File: src/rtl/trenc_pkg.sv
// Shared types and sizing constants for the trace encoder ATB blocks.
package trenc_pkg;

  localparam int unsigned ATBWIDTH      = 32;
  localparam int unsigned MAX_PKT_BYTES = 16;
  localparam int unsigned TRSINK_LEN_W  = $clog2(MAX_PKT_BYTES + 1);

  typedef enum logic [1:0] {
    StHdr,
    StPayload,
    StHold
  } trsink_state_e;

endpackage

File: src/rtl/trenc_atb_unpack.sv
// ATB beat staging and ATID filter: turns accepted beats into a stallable
// stream of bytes, lowest byte first.
module trenc_atb_unpack import trenc_pkg::*; #(
  parameter int unsigned AtbWidth = ATBWIDTH
) (
  input  logic                         clk_i,
  input  logic                         rst_i,
  input  logic                         atvalid_i,
  output logic                         atready_o,
  input  logic [AtbWidth-1:0]          atdata_i,
  input  logic [$clog2(AtbWidth)-4:0]  atbyte_i,
  input  logic [6:0]                   atid_i,
  input  logic                         en_i,
  input  logic [6:0]                   cfg_atid_i,
  input  logic                         stall_i,
  output logic                         byte_vld_o,
  output logic [7:0]                   byte_o,
  output logic                         drop_o
);

  localparam int unsigned IdxW = $clog2(AtbWidth) - 3;

  logic                stg_vld_q, stg_vld_d;
  logic [AtbWidth-1:0] data_q, data_d;
  logic [IdxW-1:0]     last_q, last_d;
  logic [IdxW-1:0]     idx_q, idx_d;
  logic                at_last, take, accept, load;

  assign at_last    = (idx_q == last_q);
  assign take       = stg_vld_q & ~stall_i;
  // A beat may land in the same cycle the last staged byte leaves.
  assign atready_o  = ~en_i | ~stg_vld_q | (take & at_last);
  assign accept     = atvalid_i & atready_o;
  assign load       = accept & en_i & (atid_i == cfg_atid_i);
  assign drop_o     = accept & ~load;
  assign byte_vld_o = stg_vld_q;
  assign byte_o     = data_q[{idx_q, 3'b000} +: 8];

  always_comb begin
    stg_vld_d = stg_vld_q;
    data_d    = data_q;
    last_d    = last_q;
    idx_d     = idx_q;
    if (load) begin
      stg_vld_d = 1'b1;
      data_d    = atdata_i;
      last_d    = atbyte_i;
      idx_d     = '0;
    end else if (take) begin
      if (at_last) begin
        stg_vld_d = 1'b0;
      end else begin
        idx_d = idx_q + IdxW'(1);
      end
    end
  end

  always_ff @(posedge clk_i) begin
    if (rst_i) begin
      stg_vld_q <= 1'b0;
      data_q    <= '0;
      last_q    <= '0;
      idx_q     <= '0;
    end else begin
      stg_vld_q <= stg_vld_d;
      data_q    <= data_d;
      last_q    <= last_d;
      idx_q     <= idx_d;
    end
  end

endmodule

File: src/rtl/trenc_atb_sink.sv
// ATB slave terminating the trace stream: reassembles length-prefixed packets,
// keeps statistics and runs the afvalid/afready flush handshake.
module trenc_atb_sink import trenc_pkg::*; #(
  parameter int unsigned AtbWidth    = ATBWIDTH,
  parameter int unsigned MaxPktBytes = MAX_PKT_BYTES,
  parameter int unsigned CntWidth    = 16
) (
  input  logic                               trenc_atclk_i,
  input  logic                               trenc_atrst_i,
  input  logic                               trenc_atvalid_i,
  output logic                               trenc_atready_o,
  input  logic [AtbWidth-1:0]                trenc_atdata_i,
  input  logic [$clog2(AtbWidth)-4:0]        trenc_atbyte_i,
  input  logic [6:0]                         trenc_atid_i,
  output logic                               trenc_afvalid_o,
  input  logic                               trenc_afready_i,
  input  logic                               cfg_en_i,
  input  logic [6:0]                         cfg_atid_i,
  input  logic                               flush_req_i,
  output logic                               flush_done_o,
  output logic                               pkt_vld_o,
  input  logic                               pkt_rdy_i,
  output logic [8*MaxPktBytes-1:0]           pkt_data_o,
  output logic [$clog2(MaxPktBytes+1)-1:0]   pkt_len_o,
  output logic                               err_o,
  input  logic                               err_clr_i,
  output logic [CntWidth-1:0]                pkt_cnt_o,
  output logic [CntWidth-1:0]                drop_cnt_o
);

  localparam int unsigned LenW = $clog2(MaxPktBytes + 1);

  trsink_state_e            state_q, state_d;
  logic [LenW-1:0]          len_q, len_d;
  logic [LenW-1:0]          cnt_q, cnt_d;
  logic [8*MaxPktBytes-1:0] pbuf_q, pbuf_d;
  logic                     pkt_vld_q, pkt_vld_d;
  logic [CntWidth-1:0]      pkt_cnt_q, pkt_cnt_d;
  logic [CntWidth-1:0]      drop_cnt_q, drop_cnt_d;
  logic                     err_q, err_d, err_set;
  logic                     afvalid_q, afvalid_d;
  logic                     flush_done_q, flush_done_d;

  logic       byte_vld, byte_take, drop;
  logic [7:0] byte_data;
  logic       stall;

  assign stall     = (state_q == StHold);
  assign byte_take = byte_vld & ~stall;

  trenc_atb_unpack #(
    .AtbWidth (AtbWidth)
  ) u_unpack (
    .clk_i      (trenc_atclk_i),
    .rst_i      (trenc_atrst_i),
    .atvalid_i  (trenc_atvalid_i),
    .atready_o  (trenc_atready_o),
    .atdata_i   (trenc_atdata_i),
    .atbyte_i   (trenc_atbyte_i),
    .atid_i     (trenc_atid_i),
    .en_i       (cfg_en_i),
    .cfg_atid_i (cfg_atid_i),
    .stall_i    (stall),
    .byte_vld_o (byte_vld),
    .byte_o     (byte_data),
    .drop_o     (drop)
  );

  always_comb begin
    state_d   = state_q;
    len_d     = len_q;
    cnt_d     = cnt_q;
    pbuf_d    = pbuf_q;
    pkt_vld_d = pkt_vld_q;
    pkt_cnt_d = pkt_cnt_q;
    err_set   = 1'b0;
    unique case (state_q)
      StHdr: begin
        if (byte_take) begin
          // A bad header is skipped; the next byte is tried as a header.
          if (byte_data == 8'd0 || 32'(byte_data) > MaxPktBytes) begin
            err_set = 1'b1;
          end else begin
            len_d   = LenW'(byte_data);
            cnt_d   = '0;
            pbuf_d  = '0;
            state_d = StPayload;
          end
        end
      end
      StPayload: begin
        if (byte_take) begin
          for (int unsigned k = 0; k < MaxPktBytes; k++) begin
            if (cnt_q == LenW'(k)) pbuf_d[8*k +: 8] = byte_data;
          end
          cnt_d = cnt_q + LenW'(1);
          if (cnt_q == len_q - LenW'(1)) begin
            state_d   = StHold;
            pkt_vld_d = 1'b1;
            pkt_cnt_d = pkt_cnt_q + CntWidth'(1);
          end
        end
      end
      StHold: begin
        if (pkt_rdy_i) begin
          pkt_vld_d = 1'b0;
          state_d   = StHdr;
        end
      end
      default: state_d = StHdr;
    endcase
  end

  always_comb begin
    err_d        = err_set ? 1'b1 : (err_clr_i ? 1'b0 : err_q);
    drop_cnt_d   = drop ? drop_cnt_q + CntWidth'(1) : drop_cnt_q;
    afvalid_d    = afvalid_q;
    flush_done_d = 1'b0;
    if (!afvalid_q) begin
      if (flush_req_i) afvalid_d = 1'b1;
    end else if (trenc_afready_i) begin
      afvalid_d    = 1'b0;
      flush_done_d = 1'b1;
    end
  end

  always_ff @(posedge trenc_atclk_i) begin
    if (trenc_atrst_i) begin
      state_q      <= StHdr;
      len_q        <= '0;
      cnt_q        <= '0;
      pbuf_q       <= '0;
      pkt_vld_q    <= 1'b0;
      pkt_cnt_q    <= '0;
      drop_cnt_q   <= '0;
      err_q        <= 1'b0;
      afvalid_q    <= 1'b0;
      flush_done_q <= 1'b0;
    end else begin
      state_q      <= state_d;
      len_q        <= len_d;
      cnt_q        <= cnt_d;
      pbuf_q       <= pbuf_d;
      pkt_vld_q    <= pkt_vld_d;
      pkt_cnt_q    <= pkt_cnt_d;
      drop_cnt_q   <= drop_cnt_d;
      err_q        <= err_d;
      afvalid_q    <= afvalid_d;
      flush_done_q <= flush_done_d;
    end
  end

  assign pkt_vld_o       = pkt_vld_q;
  assign pkt_data_o      = pbuf_q;
  assign pkt_len_o       = len_q;
  assign err_o           = err_q;
  assign pkt_cnt_o       = pkt_cnt_q;
  assign drop_cnt_o      = drop_cnt_q;
  assign trenc_afvalid_o = afvalid_q;
  assign flush_done_o    = flush_done_q;

endmodule

File: config.mk
export PLATFORM = sky130hd
export DESIGN_NAME = trenc_atb_sink
export DESIGN_NICKNAME = d
export VERILOG_FILES = /design/src/rtl/trenc_pkg.sv /design/src/rtl/trenc_atb_unpack.sv /design/src/rtl/trenc_atb_sink.sv
export SDC_FILE = /design/constraint.sdc
export NUM_CORES = 1
export LEC_CHECK = 0
export BUFFER_PORTS_ARGS = -buffer_cell sky130_fd_sc_hd__buf_2
export CAP_MARGIN = 40
export CELL_PAD_IN_SITES_DETAIL_PLACEMENT = 1
export CELL_PAD_IN_SITES_GLOBAL_PLACEMENT = 2
export CORE_MARGIN = 3
export CORE_UTILIZATION = 32
export CTS_CLUSTER_DIAMETER = 40
export DETAILED_ROUTE_END_ITERATION = 8
export GPL_ROUTABILITY_DRIVEN = 0
export GPL_TIMING_DRIVEN = 0
export PLACE_DENSITY = 0.85
export SLEW_MARGIN = 10
export SYNTH_ARGS = -nofsm -noshare
export SYNTH_HDL_FRONTEND = slang
export SYNTH_SLANG_ARGS = --single-unit
File: constraint.sdc
create_clock -name trenc_atclk_i -period 3 [get_ports trenc_atclk_i]
set_input_delay 0.3 -clock trenc_atclk_i [delete_from_list [all_inputs] [get_ports trenc_atclk_i]]
set_output_delay 0.3 -clock trenc_atclk_i [all_outputs]
set_load 0.05 [all_outputs]
==> results of run 1 <==
[final timing paths]
| check | end | slack (ns) | cells past startpoint |
|---|---|---|---|
| min reg2reg | pkt_data_o[67]$_SDFFE_PP0P_ | 0.47 | 1 |
| max reg2reg | pkt_data_o[82]$_SDFFE_PP0P_ | 0.11 | 10 |
| min | u_unpack.data_q[30]$_SDFFE_PP0P_ | 0.02 | 3 |
| max | pkt_data_o[82]$_SDFFE_PP0P_ | 0.11 | 10 |
[critical path: stages, from the launching register on]
cell and delay, ns:
dfxtp_2 0.35, buf_6 0.16, mux4_1 0.58, buf_6 0.18, nor4_4 0.24, buf_4 0.19, mux2_4 0.39, buf_12 0.18
a211oi_4 0.27, buf_12 0.16, a22o_1 0.12
[layout make-up]
type | instances | area [µm²] | share of cell area, %
Inverter | 14 | 52.6 | 0.444
Buffer | 68 | 318 | 2.68
Multi-Input combinational cell | 609 | 4350 | 36.8
Clock buffer | 40 | 915 | 7.72
Timing Repair Buffer | 238 | 1260 | 10.6
Sequential cell | 213 | 4270 | 36.0
Clock inverter | 19 | 216 | 1.83
Tap cell | 372 | 465 | 3.93
[cell families (layout without fill, tap and decap cells)]
group | Yosys count | after routing | share of synthesized area [%]
simple gates | 270 | 270 | 14.9
compound gates | 257 | 257 | 22.9
flops | 213 | 213 | 47.6
buf+inv | 83 | 379 | 4.16
mux | 55 | 56 | 7.59
xor+xnor | 18 | 18 | 1.76
fa+ha+maj | 8 | 8 | 1.12
[per-stage QoR]
step                      utilization, %  setup slack (ns)
final                               43.5             0.113
after global routing                43.5           -0.0121
after CTS                           43.2           0.00907
after detailed placement            38.8            -0.193
after global placement              38.7            -0.142
after floorplan                        -             0.384
[state kept, by name, indices dropped and copies added, names as in the netlist]
name	cells
flush_done_o	1
pkt_data_o	128
cnt_q	5
pkt_vld_o	1
drop_cnt_o	16
state_q	2
trenc_afvalid_o	1
pkt_len_o	5
u_unpack.data_q	32
u_unpack.last_q	2
u_unpack.byte_vld_o	1
pkt_cnt_o	16
u_unpack.idx_q	2
err_o	1
[where the power goes]
group	switching [mW]	internal, mW
combinational	0.181	0.0930
sequential	0.0147	2.85
clock	1.48	2.40
total	1.67	5.34
[routing by layer]
layer  share of wire (%)  wire length (µm)
met1                  46             14000
met2                  47             14400
met3                 5.6              1730
met4                 1.5               467
met5               0.042                13
[cells in the mapped netlist, types with 3 or more instances]
master | number | area share, %
clkbuf_1 | 40 | 1.7
mux2i_1 | 39 | 4.4
nor2b_1 | 10 | 0.70
o41ai_1 | 10 | 0.98
and3_1 | 9 | 0.63
nor3_1 | 8 | 0.45
a211oi_4 | 12 | 2.7
a22o_1 | 96 | 9.4
nand2b_1 | 5 | 0.35
xor2_1 | 15 | 1.5
buf_2 | 15 | 0.84
a22oi_1 | 7 | 0.59
nor4_1 | 8 | 0.56
o31ai_1 | 32 | 2.7
nand2_1 | 46 | 1.9
nand3_1 | 23 | 1.3
buf_6 | 3 | 0.38
or3_1 | 6 | 0.42
or4_1 | 6 | 0.50
o211ai_1 | 7 | 0.59
a21oi_1 | 57 | 3.2
xnor2_1 | 3 | 0.29
mux4_1 | 4 | 1.2
buf_1 | 9 | 0.38
nand3b_1 | 4 | 0.34
inv_1 | 14 | 0.59
ha_1 | 8 | 1.1
and2_1 | 11 | 0.77
o311ai_0 | 10 | 0.98
mux4_2 | 4 | 1.0
nand4_1 | 12 | 0.84
mux2_2 | 7 | 0.88
a211oi_1 | 3 | 0.25
o21ai_0 | 14 | 0.78
or2_2 | 12 | 0.84
nor2_1 | 104 | 4.4
dfxtp_1 | 213 | 48
[repair_timing]
action                                 in CTS  in global routing
setup buffers                               5                  6
endpoints found under the hold margin       0                  0
setup endpoints to repair                  62                113
hold buffers                                0                  0
pin swaps                                   4                  1
resized for setup                           5                  2
cloned                                      0                  1
==> flow_metrics.env, run 1 <==
export IMPL_run_status="complete, no violations"
export IMPL_power_per_cell_area_mw_per_mm2=592
export IMPL_placed_cell_area_mm2=0.0106
export IMPL_worst_setup_path_start_kind="flip-flop"
export IMPL_ys_warn_count=0
export IMPL_period_needed_ns=2.89
export IMPL_dr_pass1_iters=4
export IMPL_post_drt_wl_per_cell_um=19.5
export IMPL_finalSetupViolCount=0
export IMPL_worst_setup_path_type="flip-flop to flip-flop"
export IMPL_synth_avg_cell_area_um2=9.90
export IMPL_cts_sinks=213
export IMPL_ys_seq_elements=213
export IMPL_crit_arrival_ns=3.33
export IMPL_finalNonFillerCells=1573
export IMPL_core_region_area_mm2=0.0273
export IMPL_peakVddDrop_v=0.000295
export IMPL_insertion_delay_ns=0.51
export IMPL_antenna_found_initial=1
export IMPL_reg2reg_from="u_unpack.idx_q[0]$_SDFFE_PP0P_"
export IMPL_syn_to_final_growth_pct=32.3
export IMPL_groute_usage_overall_pct=19.9
export IMPL_worstPathRequired_ns=3.44
export IMPL_hold_viol=0
export IMPL_met2_usage_pct=33.4
export IMPL_total_power_mw=7.02
export IMPL_drt_iter0_drc=455
export IMPL_met3_usage_pct=4.69
export IMPL_drive_gt1_share_pct=30.0
export IMPL_final_common_cell="buf_2"
export IMPL_syn_num_nets=968
export IMPL_ys_seq_area_share_pct=47.6
export IMPL_cts_tree="yes"
export IMPL_async_flop_share_pct=0
export IMPL_leakage_nw=5.32
export IMPL_initial_core_util_pct=32.9
export IMPL_relSlewSlack_pct=49.0
export IMPL_hold_ws_ns=0.0247
export IMPL_fillCellCount=3179
export IMPL_yosys_most_used_dff="dfxtp_1"
export IMPL_timing_setup_tns_ns=0
export IMPL_grtUsageMet1_pct=26.1
export IMPL_layout_common_cells="240 x buf_2, 212 x dfxtp_1, 103 x nor2_1"
export IMPL_placementRows=60
export IMPL_wirelength_mm=30.7
export IMPL_htreeDepth=2
export IMPL_drc=0
export IMPL_vias_per_cell=5.21
export IMPL_timing_final_crit_share_pct=96.2
export IMPL_overflow=0
export IMPL_die_y_um=173
export IMPL_synth_distinct_cells=52
export IMPL_synth_edf_count=0
export IMPL_fin_area_mm2=0.0118
export IMPL_netlist_instances=904
export IMPL_io_buffers=224
export IMPL_max_freq_ghz=0.346
export IMPL_crit_path_start="u_unpack.idx_q[0]$_SDFFE_PP0P_"
export IMPL_cp_max_fo=10
export IMPL_path_clk_slew_ns=0.05
export IMPL_fp_dieArea_mm2=0.0300
export IMPL_io_pins=226
export IMPL_fin_skew_ns=0.0236
export IMPL_endpoint_kind="flip-flop"
export IMPL_clockRootBuffer="clkbuf_16"
export IMPL_vias=8189
export IMPL_dpl_hpwl_mm=21.9
export IMPL_grt_pass1_wl_mm=48.7
export IMPL_cts_buffers=34
export IMPL_cts_buffer_depth=3
export IMPL_tightest_slew_ns=0.765
export IMPL_dp_cells=1503
export IMPL_grt_pass1_vias=8498
export IMPL_gr_max_usage_layer="met2"
export IMPL_n_antenna_cell=0
export IMPL_grt_start_max_net_pins=14
export IMPL_hold_path_class="primary input to flip-flop"
export IMPL_cap_violations=0
export IMPL_slew_viol_final=0
export IMPL_worstHoldStart="trenc_atdata_i[30]"
export IMPL_syn_cell_area_mm2=0.00895
export IMPL_drtAntennaViolNets=0
export IMPL_die_x_um=173
export IMPL_final_nets=1242
Power figures use the tool's default switching activity.
==> inputs of run 2 (changes only) <==
Settings changed: RECOVER_POWER from default to 100.
==> run 2 against run 1 <==
Wire length grew 0.37%. Register-to-register slack is essentially flat. Total power is essentially flat. Sequential share of layout area grew 0.66 points. Fmax shrank 0.12%. Sequential cell count is the same. Clock skew is essentially flat. Die area is the same. Largest cell class unchanged. Worst hold slack is essentially flat. First-iteration DRC count grew 1.3%. Utilization shrank 0.78 points.
==> flow_metrics.env, run 2 (synthesized netlist as in run 1, its figures left out) <==
export IMPL_die_y_um=173
export IMPL_htreeDepth=2
export IMPL_fillCellCount=3226
export IMPL_rrSetupSlack_ns=0.11
export IMPL_period_needed_ns=2.89
export IMPL_fin_skew_ns=0.0237
export IMPL_worst_setup_path_start_kind="flip-flop"
export IMPL_r2r_worst_path_cells=10
export IMPL_grt_start_max_net_pins=14
export IMPL_hold_path_class="primary input to flip-flop"
export IMPL_cts_buffers=34
export IMPL_drc=0
export IMPL_overflow=0
export IMPL_endpoint_kind="flip-flop"
export IMPL_total_power_mw=7.01
export IMPL_io_pins=226
export IMPL_max_freq_ghz=0.346
export IMPL_initial_core_util_pct=32.9
export IMPL_hold_viol=0
export IMPL_wirelength_mm=30.8
export IMPL_multiInputGateArea_mm2=0.00435
export IMPL_layout_common_cells="212 x clkbuf_1, 212 x dfxtp_1, 103 x nor2_1"
export IMPL_fin_area_mm2=0.0116
export IMPL_drt_iter0_drc=461
export IMPL_core_region_area_mm2=0.0273
export IMPL_groute_usage_overall_pct=19.9
export IMPL_power_per_cell_area_mw_per_mm2=603
export IMPL_path_clk_slew_ns=0.06
export IMPL_placementRows=60
export IMPL_hold_ws_ns=0.0248
export IMPL_cts_buffer_depth=3
export IMPL_cts_sinks=213
export IMPL_placed_cell_area_mm2=0.0106
export IMPL_cap_violations=0
export IMPL_n_antenna_cell=0
export IMPL_drtAntennaViolNets=0
export IMPL_drive_gt1_share_pct=15.8
export IMPL_min_path_cells=3
export IMPL_finalSetupViolCount=0
export IMPL_fp_dieArea_mm2=0.0300
export IMPL_grt_pass1_wl_mm=48.7
export IMPL_relSlewSlack_pct=48.1
export IMPL_post_drt_wl_per_cell_um=19.6
export IMPL_utilization_pct=42.7
export IMPL_antenna_found_initial=1
export IMPL_dr_pass1_iters=4
export IMPL_timing_setup_tns_ns=0
export IMPL_largest_reg_flops=128
export IMPL_worstPathRequired_ns=3.44
export IMPL_run_status="complete, no violations"
export IMPL_insertion_delay_ns=0.51
export IMPL_cp_max_fo=10
export IMPL_worst_setup_path_type="flip-flop to flip-flop"
export IMPL_syn_to_final_growth_pct=29.9
export IMPL_regArea_mm2=0.00427
export IMPL_vias_per_cell=5.21
export IMPL_clockRootBuffer="clkbuf_16"
export IMPL_r2r_end="pkt_data_o[77]$_SDFFE_PP0P_"
export IMPL_slew_viol_final=0
export IMPL_vias=8189
export IMPL_leakage_nw=4.57
export IMPL_timing_final_crit_share_pct=96.3
export IMPL_worstHoldEndpoint="u_unpack.data_q[30]$_SDFFE_PP0P_"
export IMPL_dpl_hpwl_mm=21.9
export IMPL_tightest_slew_ns=0.779
export IMPL_peakVddDrop_v=0.000291
export IMPL_worstHoldStart="trenc_atdata_i[30]"
export IMPL_io_buffers=224
export IMPL_final_nets=1242
export IMPL_die_x_um=173
export IMPL_cts_tree="yes"
export IMPL_grt_pass1_vias=8498
export IMPL_crit_arrival_ns=3.33
export IMPL_reg2reg_from="u_unpack.idx_q[0]$_SDFFE_PP0P_"
-- run 2: cell count changes in the layout (fill, tap and decap cells not counted), sizes merged --
| cell | previous run | this run |
|---|---|---|
| clkbuf | 79 | 250 |
| buf | 267 | 96 |
-- run 2: worst max-delay path, cell delays in order (launching register included) --
cell	delay (ns)
dfxtp_2	0.35
buf_6	0.16
mux4_1	0.58
buf_6	0.18
nor4_4	0.24
buf_4	0.19
mux2_4	0.39
buf_12	0.18
a211oi_4	0.24
buf_4	0.17
a22o_1	0.14
-- run 2: how the worst max path moves through the flow --
stage / startpoint / end / slack, ns / depth (start not counted)
after floorplan: u_unpack.idx_q[0]$_SDFFE_PP0P_ / pkt_data_o[56]$_SDFFE_PP0P_ / 0.38 / 8
after global placement: u_unpack.idx_q[0]$_SDFFE_PP0P_ / pkt_len_o[2]$_SDFFE_PP0P_ / -0.14 / 7
after detailed placement: u_unpack.idx_q[0]$_SDFFE_PP0P_ / pkt_len_o[2]$_SDFFE_PP0P_ / -0.19 / 7
after CTS: u_unpack.idx_q[0]$_SDFFE_PP0P_ / pkt_data_o[66]$_SDFFE_PP0P_ / 0.009 / 9
after global routing: u_unpack.idx_q[0]$_SDFFE_PP0P_ / pkt_data_o[82]$_SDFFE_PP0P_ / -0.01 / 10
final: u_unpack.idx_q[0]$_SDFFE_PP0P_ / pkt_data_o[77]$_SDFFE_PP0P_ / 0.11 / 10
-- run 2: power by group --
group | switching [mW] | leakage [nW] | internal, mW
registers | 0.0150 | 1.72 | 2.85
clock network | 1.48 | 0.548 | 2.40
logic | 0.181 | 2.31 | 0.0891
total | 1.68 | 4.57 | 5.34
-- run 2: stage by stage --
stage / worst slack, ns / instances
2_1_floorplan: 0.384 / 904
3_3_place_gp: -0.142 / 1500
3_5_place_dp: -0.193 / 1503
4_1_cts: 0.00907 / 1566
5_1_grt: -0.0121 / 1573
6_report: 0.110 / 1573
-- run 2: routing by layer --
metal	track usage (%)	up-vias	share of wire [%]
met3	4.69	30	5.5
met5	0	-	0.042
met2	33.4	209	47
met1	26.1	4053	46
met4	4.12	2	1.3
li1	-	3895	-
-- run 2: layout make-up --
type                            count  share of cell area, %
Multi-Input combinational cell    609                   37.4
Inverter                           14                  0.452
Tap cell                          372                   4.00
Buffer                             68                   2.73
Sequential cell                   213                   36.7
Timing Repair Buffer              238                   8.97
Clock inverter                     19                   1.86
Clock buffer                       40                   7.86
-- run 2: what timing repair did --
action	4_1_cts	5_1_grt
pin swaps	4	1
setup endpoints to repair	62	113
cloned	0	1
gates resized for setup	5	2
setup buffers	5	6
hold buffers	0	0
==> inputs of run 3 (changes only) <==
Settings changed: CORE_MARGIN 3 to default.
==> run 3 against run 2 <==
Die area decreased by 4.6%. Via count increased by 1.2%. Global-route usage increased by 1.2 points. Worst setup slack improved by 0.010 ns. Utilization increased by 0.82 points. Design area increased by 1.6%. Clock skew decreased by 0.0030 ns. Critical path type unchanged.
==> flow_metrics.env, run 3 (synthesized netlist as in run 1, its figures left out) <==
export IMPL_run_status="complete, no violations"
export IMPL_endpoint_kind="flip-flop"
export IMPL_cts_buffer_depth=3
export IMPL_drt_iter0_drc=435
export IMPL_crit_path_start="u_unpack.idx_q[0]$_SDFFE_PP0P_"
export IMPL_insertion_delay_ns=0.51
export IMPL_max_freq_ghz=0.347
export IMPL_timing_final_crit_share_pct=96.0
export IMPL_grt_start_max_net_pins=14
export IMPL_drtAntennaViolNets=0
export IMPL_grt_pass1_vias=8348
export IMPL_placementRows=60
export IMPL_period_needed_ns=2.88
export IMPL_final_nets=1252
export IMPL_worst_setup_path_type="flip-flop to flip-flop"
export IMPL_fillCellCount=3257
export IMPL_fp_dieArea_mm2=0.0287
export IMPL_htreeDepth=2
export IMPL_core_region_area_mm2=0.0272
export IMPL_clockRootBuffer="clkbuf_16"
export IMPL_regArea_mm2=0.00427
export IMPL_syn_to_final_growth_pct=32.0
export IMPL_cap_violations=0
export IMPL_dp_cells=1503
export IMPL_top_layer_used="met4"
export IMPL_path_cells="buf_6 > mux4_1 > buf_6 > nor4_4 > mux2_4 > buf_4 > a211oi_4 > a22o_1"
export IMPL_routed_wl_met2_mm=14.1
export IMPL_fin_skew_ns=0.0207
export IMPL_reg2reg_from="u_unpack.idx_q[0]$_SDFFE_PP0P_"
export IMPL_swShare_pct=24.0
export IMPL_dr_pass1_iters=7
export IMPL_cts_buffers=39
export IMPL_vias_per_cell=5.21
export IMPL_internal_power_mw=5.64
export IMPL_path_clk_slew_ns=0.06
export IMPL_relSlewSlack_pct=46.9
export IMPL_final_common_cell="dfxtp_1"
export IMPL_multiInputGateArea_mm2=0.00434
export IMPL_slowest_delay_ns=0.59
export IMPL_power_per_cell_area_mw_per_mm2=628
export IMPL_worstPathRequired_ns=3.45
export IMPL_groute_usage_overall_pct=21.1
export IMPL_io_buffers=224
export IMPL_tightest_slew_ns=0.796
export IMPL_cts_sinks=213
export IMPL_dpl_hpwl_mm=21.4
export IMPL_cts_tree="yes"
export IMPL_hold_path_class="primary input to flip-flop"
export IMPL_cp_max_fo=9
export IMPL_cts_hold_buffers=0
export IMPL_overflow=0
export IMPL_wirelength_mm=30.6
export IMPL_finalSetupViolCount=0
export IMPL_leakage_nw=4.67
export IMPL_antenna_found_initial=1
export IMPL_wl_met1_mm=13.8
export IMPL_utilization_pct=43.5
export IMPL_die_x_um=169
export IMPL_crit_arrival_ns=3.33
export IMPL_worstHoldStart="trenc_atdata_i[19]"
export IMPL_clock_power_share_pct=57.8
export IMPL_p_sw_mw=1.78
export IMPL_drive_gt1_share_pct=16.9
export IMPL_drc=0
export IMPL_wl_met3_mm=1.94
export IMPL_rsz0062_at_grt="true"
export IMPL_layout_common_cells="212 x dfxtp_1, 211 x clkbuf_1, 103 x nor2_1"
export IMPL_io_pins=226
export IMPL_initial_core_util_pct=32.9
export IMPL_finalNonFillerCells=1589
export IMPL_largest_reg_flops=128
export IMPL_seqPwrFrac_pct=38.6
export IMPL_crit_family="multiplexers"
export IMPL_grt_pass1_wl_mm=47.8
export IMPL_path_buf_inv=3
export IMPL_hold_viol=0
export IMPL_comb_power_share_pct=3.6
export IMPL_crit_top_cell="buf_6"
export IMPL_die_y_um=169
export IMPL_post_drt_wl_per_cell_um=19.2
export IMPL_vias=8286
export IMPL_crit_slowest_cell="mux4_1"
export IMPL_worst_setup_path_start_kind="flip-flop"
export IMPL_peakVddDrop_v=0.000338
export IMPL_slew_viol_final=0
[run 3: changes by cell type in the layout (fill, tap and decap cells not counted), moves of 2 or more]
cell        previous run  this run
buf_4                 10        16
clkbuf_16             35        41
clkinv_4               1         3
clkinv_8               2         0
clkinvlp_4             3         5
inv_8                  3         5
[run 3: repair_timing]
item	4_1_cts	5_1_grt
setup buffers	3	14
pin swaps	3	5
gates resized for setup	3	5
endpoints found under the setup margin	62	57
[run 3: through the flow]
| stage | total power [mW] | hold WS, ns | cell area [µm²] | TNS, ns | setup WS [ns] |
|---|---|---|---|---|---|
| 4_1_cts | 7.50 | 0.0121 | 11900 | 0 | 0.0258 |
| 5_1_grt | 7.64 | 0.0316 | 11800 | -0.0173 | -0.0173 |
| 3_3_place_gp | 3.18 | 0.453 | 10500 | -2.54 | -0.168 |
| 6_report | 7.42 | 0.0313 | 11800 | 0 | 0.120 |
| 2_1_floorplan | 3.08 | 0.444 | 8950 | 0 | 0.384 |
| 3_5_place_dp | 3.18 | 0.453 | 10600 | -3.11 | -0.164 |
[run 3: power groups by stage]
stage / Combinational, mW / Sequential, mW / Clock (mW)
after detailed placement: 0.264 / 2.92 / 0
after global routing: 0.293 / 2.86 / 4.49
after floorplan: 0.113 / 2.97 / 0
after global placement: 0.259 / 2.92 / 0
after CTS: 0.271 / 2.86 / 4.37
final: 0.270 / 2.86 / 4.29
[run 3: tightest hold or removal path, cell delays in order]
cell and delay (ns):
buf_2 0.07, mux2i_1 0.05, nor2_1 0.07
[run 3: final cells by class]
class	count	area share, %
clock inverters	21	1.73
diodes	1	0.0212
clock buffers	48	9.16
multi-input cells	608	36.7
plain buffers	68	2.71
well taps	372	3.94
inverters	14	0.445
repair buffers	244	9.22
flip-flops and latches	213	36.1
[run 3: final timing paths]
check | slack (ns) | depth (start not counted) | endpoint
setup / recovery | 0.12 | 8 | pkt_data_o[44]$_SDFFE_PP0P_
hold / removal | 0.03 | 3 | u_unpack.data_q[19]$_SDFFE_PP0P_
setup reg to reg | 0.12 | 8 | pkt_data_o[44]$_SDFFE_PP0P_
hold reg to reg | 0.47 | 1 | pkt_data_o[75]$_SDFFE_PP0P_
[run 3: metal layers]
layer,GRT usage (%),vias to the layer above
li1,-,3935
met1,27.7,4051
met2,34.4,246
met3,4.31,54
met4,6.89,0
met5,0,-
